`config.mk`:
```
export PLATFORM = sky130hd
export DESIGN_NAME = wb_pipe
export DESIGN_NICKNAME = d
export VERILOG_FILES = /design/src/rtl/wb_pipe.sv
export SDC_FILE = /design/constraint.sdc
export NUM_CORES = 1
export LEC_CHECK = 0
export CAP_MARGIN = 10
export CORE_AREA = 2 2 97 99
export CTS_CLUSTER_DIAMETER = 200
export CTS_CLUSTER_SIZE = 28
export DETAILED_ROUTE_END_ITERATION = 8
export DIE_AREA = 0 0 99 101
export PLACE_DENSITY = 0.85
export RECOVER_POWER = 25
export SLEW_MARGIN = 40
export SYNTH_ARGS = -nofsm -noshare
export SYNTH_HDL_FRONTEND = slang
export SYNTH_SLANG_ARGS = --single-unit
```
`constraint.sdc`:
```
create_clock -name clk -period 4.6 [get_ports clk]
set_clock_uncertainty 0.1 [all_clocks]
set_input_delay 0.69 -clock clk [delete_from_list [all_inputs] [get_ports clk]]
set_output_delay 0.69 -clock clk [all_outputs]
set_load 0.03 [all_outputs]
```
`src/rtl/wb_pipe.sv`:
```
// ============================================================================
// wb_pipe : registered writeback stage (result select, load align/extend,
//           register-file write strobe and retire counter)
// Revision: 1.0
// ============================================================================
`default_nettype none

module wb_pipe #(
   parameter  int DATA_W = 32,
   parameter  int REG_AW = 5,
   parameter  int CNT_W  = 32,
   localparam int OFF_W  = $clog2(DATA_W / 8)
) (
   input  logic              clk,
   input  logic              rst,
   input  logic              in_valid,
   input  logic              flush,
   input  logic              reg_write,
   input  logic [REG_AW-1:0] rd_addr,
   input  logic [1:0]        wb_sel,
   input  logic [DATA_W-1:0] alu_res,
   input  logic [DATA_W-1:0] mem_rdata,
   input  logic [DATA_W-1:0] link_pc,
   input  logic [1:0]        ld_size,
   input  logic              ld_unsigned,
   input  logic [OFF_W-1:0]  byte_off,
   output logic              wr_en,
   output logic [REG_AW-1:0] wr_addr,
   output logic [DATA_W-1:0] wr_data,
   output logic [CNT_W-1:0]  retire_cnt
);

   localparam logic [1:0] SEL_ALU  = 2'b00;
   localparam logic [1:0] SEL_MEM  = 2'b01;
   localparam logic [1:0] SEL_LINK = 2'b10;
   localparam logic [1:0] SEL_RSVD = 2'b11;

   logic              wr_en_d,      wr_en_q;
   logic [REG_AW-1:0] wr_addr_d,    wr_addr_q;
   logic [DATA_W-1:0] wr_data_d,    wr_data_q;
   logic [CNT_W-1:0]  retire_cnt_d, retire_cnt_q;

   logic              accept;
   logic [1:0]        size_eff;
   logic [OFF_W-1:0]  off_keep;
   logic [OFF_W-1:0]  off_eff;
   logic [DATA_W-1:0] shifted;
   logic [DATA_W-1:0] lane_mask;
   logic              sign_bit;
   logic [DATA_W-1:0] load_data;
   logic [DATA_W-1:0] result;

   // Load alignment: drop the offset bits below the access size, shift the
   // lane down to bit 0, then mask and extend.
   always_comb begin
      size_eff  = ((DATA_W == 32) && (ld_size == 2'b11)) ? 2'b10 : ld_size;
      off_keep  = '0;
      lane_mask = '1;
      sign_bit  = 1'b0;
      case (size_eff)
         2'b00:   off_keep = '1;
         2'b01:   off_keep = ~OFF_W'(1);
         2'b10:   off_keep = ~OFF_W'(3);
         default: off_keep = '0;
      endcase
      off_eff = byte_off & off_keep;
      shifted = mem_rdata >> {off_eff, 3'b000};
      case (size_eff)
         2'b00: begin
            lane_mask = DATA_W'(8'hFF);
            sign_bit  = shifted[7];
         end
         2'b01: begin
            lane_mask = DATA_W'(16'hFFFF);
            sign_bit  = shifted[15];
         end
         2'b10: begin
            lane_mask = DATA_W'(32'hFFFF_FFFF);
            sign_bit  = shifted[31];
         end
         default: begin
            lane_mask = '1;
            sign_bit  = shifted[DATA_W-1];
         end
      endcase
      load_data = (shifted & lane_mask) |
                  ((sign_bit && !ld_unsigned) ? ~lane_mask : '0);
   end

   always_comb begin
      result = '0;
      case (wb_sel)
         SEL_ALU:  result = alu_res;
         SEL_MEM:  result = load_data;
         SEL_LINK: result = link_pc;
         default:  result = '0;
      endcase
   end

   // Address/data only move on a real write; bubbles and non-writing
   // retirements leave the last written values on the bus.
   always_comb begin
      accept       = in_valid && !flush;
      wr_en_d      = accept && reg_write && (rd_addr != '0) && (wb_sel != SEL_RSVD);
      wr_addr_d    = wr_addr_q;
      wr_data_d    = wr_data_q;
      retire_cnt_d = retire_cnt_q;
      if (wr_en_d) begin
         wr_addr_d = rd_addr;
         wr_data_d = result;
      end
      if (accept) begin
         retire_cnt_d = retire_cnt_q + CNT_W'(1);
      end
   end

   always_ff @(posedge clk or posedge rst) begin
      if (rst) begin
         wr_en_q      <= 1'b0;
         wr_addr_q    <= '0;
         wr_data_q    <= '0;
         retire_cnt_q <= '0;
      end else begin
         wr_en_q      <= wr_en_d;
         wr_addr_q    <= wr_addr_d;
         wr_data_q    <= wr_data_d;
         retire_cnt_q <= retire_cnt_d;
      end
   end

   assign wr_en      = wr_en_q;
   assign wr_addr    = wr_addr_q;
   assign wr_data    = wr_data_q;
   assign retire_cnt = retire_cnt_q;

endmodule

`default_nettype wire

```
==> results.md <==
- Hold buffer count at CTS: 0
- Max incr delay on CP: 1.20 ns
- CTS max path bufs: 2
- Die Wd: 99 microns
- Post-synth EDFFs: 0
- Unique masters post-synth: 42
- PortBufs: 182
- Fraction of layout cells with a size suffix above 1: 7.609%
- Slowest-stage cell, CP: clkinvlp_2
- DRT Pass-1 Iters: 4
- Final design area excluding fillers: 6040 sq um
- Total track usage: 24.90%
- Starting Density: 43.83%
- Final WS setup: 1.368 ns
- Max Cap Viol: 1
- Crit path launch type: input port
- Max Slew Vio Count: 50
- Register bit total from synthesis: 70
- ANT cells: 0
- Die Height: 101 microns
- P_leak: 0.002466 uW
- Setup bufs post-CTS: 0
- Overflow after GRT: 0
- I/O Pins: 183
- Slew @ Worst Pin: 2.091 ns
- Most frequent cells after synthesis: dfrtp_1 (70), nand2_1 (41), mux2i_1 (32), xnor2_1 (26), nor3_1 (20)
- TritonCTS clock tree: yes
- CTS H-tree lvls: 3
- Die area: 9999 sq um
- Crit path from: rst
- Violated checks: capacitance limit, slew limit
- Critical path, cell by cell: dlygate4sd3_1, clkinvlp_2, clkbuf_1
- Worst path arrival time: 3.41 ns
- Nature of the critical path endpoint: asynchronous set/reset pin
- WP data required: 4.77 ns
- Area Growth Syn to Fin: 53.48%
- Gate Count Post-Synth: 371
- Root buf cell: clkbuf_8
- Slew headroom: -40.16%
- First-pass GRT wire length: 19310 microns
- Yosys warns: 0
- Avg Inst Size Synth: 10.61 sq um
- Fmax: 309.4 MHz
- Ys async rst share: 100.0%
- Sequential cell area fraction in the yosys report: 44.52%
- Hpwl dp: 9769 microns
- Synth Cell Area: 3935 sq um
- Post-route ant nets: 0
- Leading post-synthesis cells by cell area: dfrtp_1 (45%), mux2i_1 (8.1%), xnor2_1 (5.8%), mux4_2 (4.6%), nand2_1 (3.9%)
- Core Region: 8977 sq um
- Worst hold path type: flip-flop to flip-flop
- Hold Violations, Final: 0
- FF-to-FF Start: retire_cnt[0]
- Vias: 3807
- RSZ-0062 raised after global routing: no
- Critical path fanouts, max: 49
- Area leader, netlist: dfrtp_1
- Vias per cell: 5.742
- Row count: 35
- Worst VDD drop: 192.2 uV
- Power per cell area: 327.4 nW/um^2
- DR WL/cell: 18.63 microns
- Setup violators final: 0
- Initial antenna violation count: 0
- CTS resizes: 0
- DRT Wirelength: 12350 microns
- Residual DRC: 0
- Clk slew on worst S/H paths: 0.07 ns
- Syn Nets: 485
- Net count, final: 662
- Place WS: 1.210 ns
- Fillers: 705
- Worst Min Path Start: retire_cnt[31]
- Gpl congestion: 0.9233
- Main synth FF type: dfrtp_1
- Vias in the first global route: 3842
- Cell Area, Placed: 5834 sq um
- Largest net degree at the start of global routing: 50
- Clock latency on the worst-skew pair: 0.34 ns
- Yosys top cell area share: 44.52%
- Setup TNS: 0 ns
- Crit share post-route: 70.25%
- CTS buffer count: 9
- Tmin final: 3.232 ns
- Worst Setup Path Type: input port to asynchronous set/reset pin
- Status: complete, but fails checks
- Top-count cell post-synth: dfrtp_1
- Initial drt markers: 85
- Clock Sink Count: 70
[layer usage]
metal / GRT usage [%] / up-vias / part of all wire (%)
met5: 0 / - / 0
met4: 10.96 / 0 / 2.6
met3: 6.727 / 29 / 8.0
met2: 42.93 / 187 / 51
met1: 29.16 / 1857 / 38
li1: - / 1734 / -
[layout make-up]
| cell class | count | area, sq um | share of cell area, % |
|---|---|---|---|
| Multi-Input combinational cell | 274 | 2082 | 34.47 |
| Timing Repair Buffer | 188 | 1858 | 30.76 |
| Sequential cell | 70 | 1752 | 29.00 |
| Clock buffer | 11 | 141.4 | 2.341 |
| Tap cell | 111 | 138.9 | 2.300 |
| Clock inverter | 4 | 47.55 | 0.7872 |
| Inverter | 5 | 20.02 | 0.3315 |
[worst max-delay path: cells and delay by family]
family	cells	cell delay, ns
buf+inv	3	2.69
[state kept, by name (all words and copies together), names as in the netlist]
register,flops
retire_cnt,32
wr_data,32
wr_addr,5
wr_en,1
[final timing paths]
path                                   to  slack [ns]  cells after the start
min in group asynchronous  retire_cnt[29]        1.25                      2
max in group clk              wr_data[29]        1.51                      7
max reg2reg                retire_cnt[24]        2.61                      5
min reg2reg                retire_cnt[31]        0.37                      1
min                        retire_cnt[31]        0.37                      1
max                         retire_cnt[2]        1.37                      3
[cell families after synthesis]
kind of cell | Yosys count | synth area share [%]
simple gates | 126 | 17.17
compound gates | 75 | 14.72
buf+inv | 27 | 3.370
fa+ha+maj | 1 | 0.3179
xor+xnor | 31 | 6.900
mux | 41 | 13.00
flops | 70 | 44.52
[cells in the final DEF, fill, tap and decap left out, types with 2 or more instances in the layout]
cell type,count
clkdlybuf4s50_1,179
dfrtp_1,70
nand2_1,41
mux2i_1,32
xnor2_1,26
nor3_1,19
o21ai_0,16
o22a_1,16
a221o_1,15
nand3_1,14
a21oi_1,11
nand4_1,10
clkbuf_8,10
nor2b_1,9
nor2_1,8
mux4_2,8
o22ai_1,8
and3_1,5
xor2_1,5
buf_4,4
nand2b_1,3
and4_1,3
and2_1,3
a211oi_1,3
nor4_4,2
inv_2,2
inv_1,2
and3b_1,2
clkinv_2,2
clkbuf_1,2
dlygate4sd3_1,2
[metrics by stage]
step                instances  utilization, %  total power, uW  hold WS, ns
floorplan                 371               -             1146       0.5469
global placement          647           64.86             1488       0.3585
detailed placement        647           64.99             1505       0.3658
CTS                       662           67.09             1994       0.3761
global route              663           67.28             2071       0.3808
finish                    663           67.28             1977       0.3699
[where the power goes]
group,switching [uW],internal [uW]
Combinational,366,344
Clock,224,261
Sequential,76.1,706
Power figures use the tool's default switching activity.
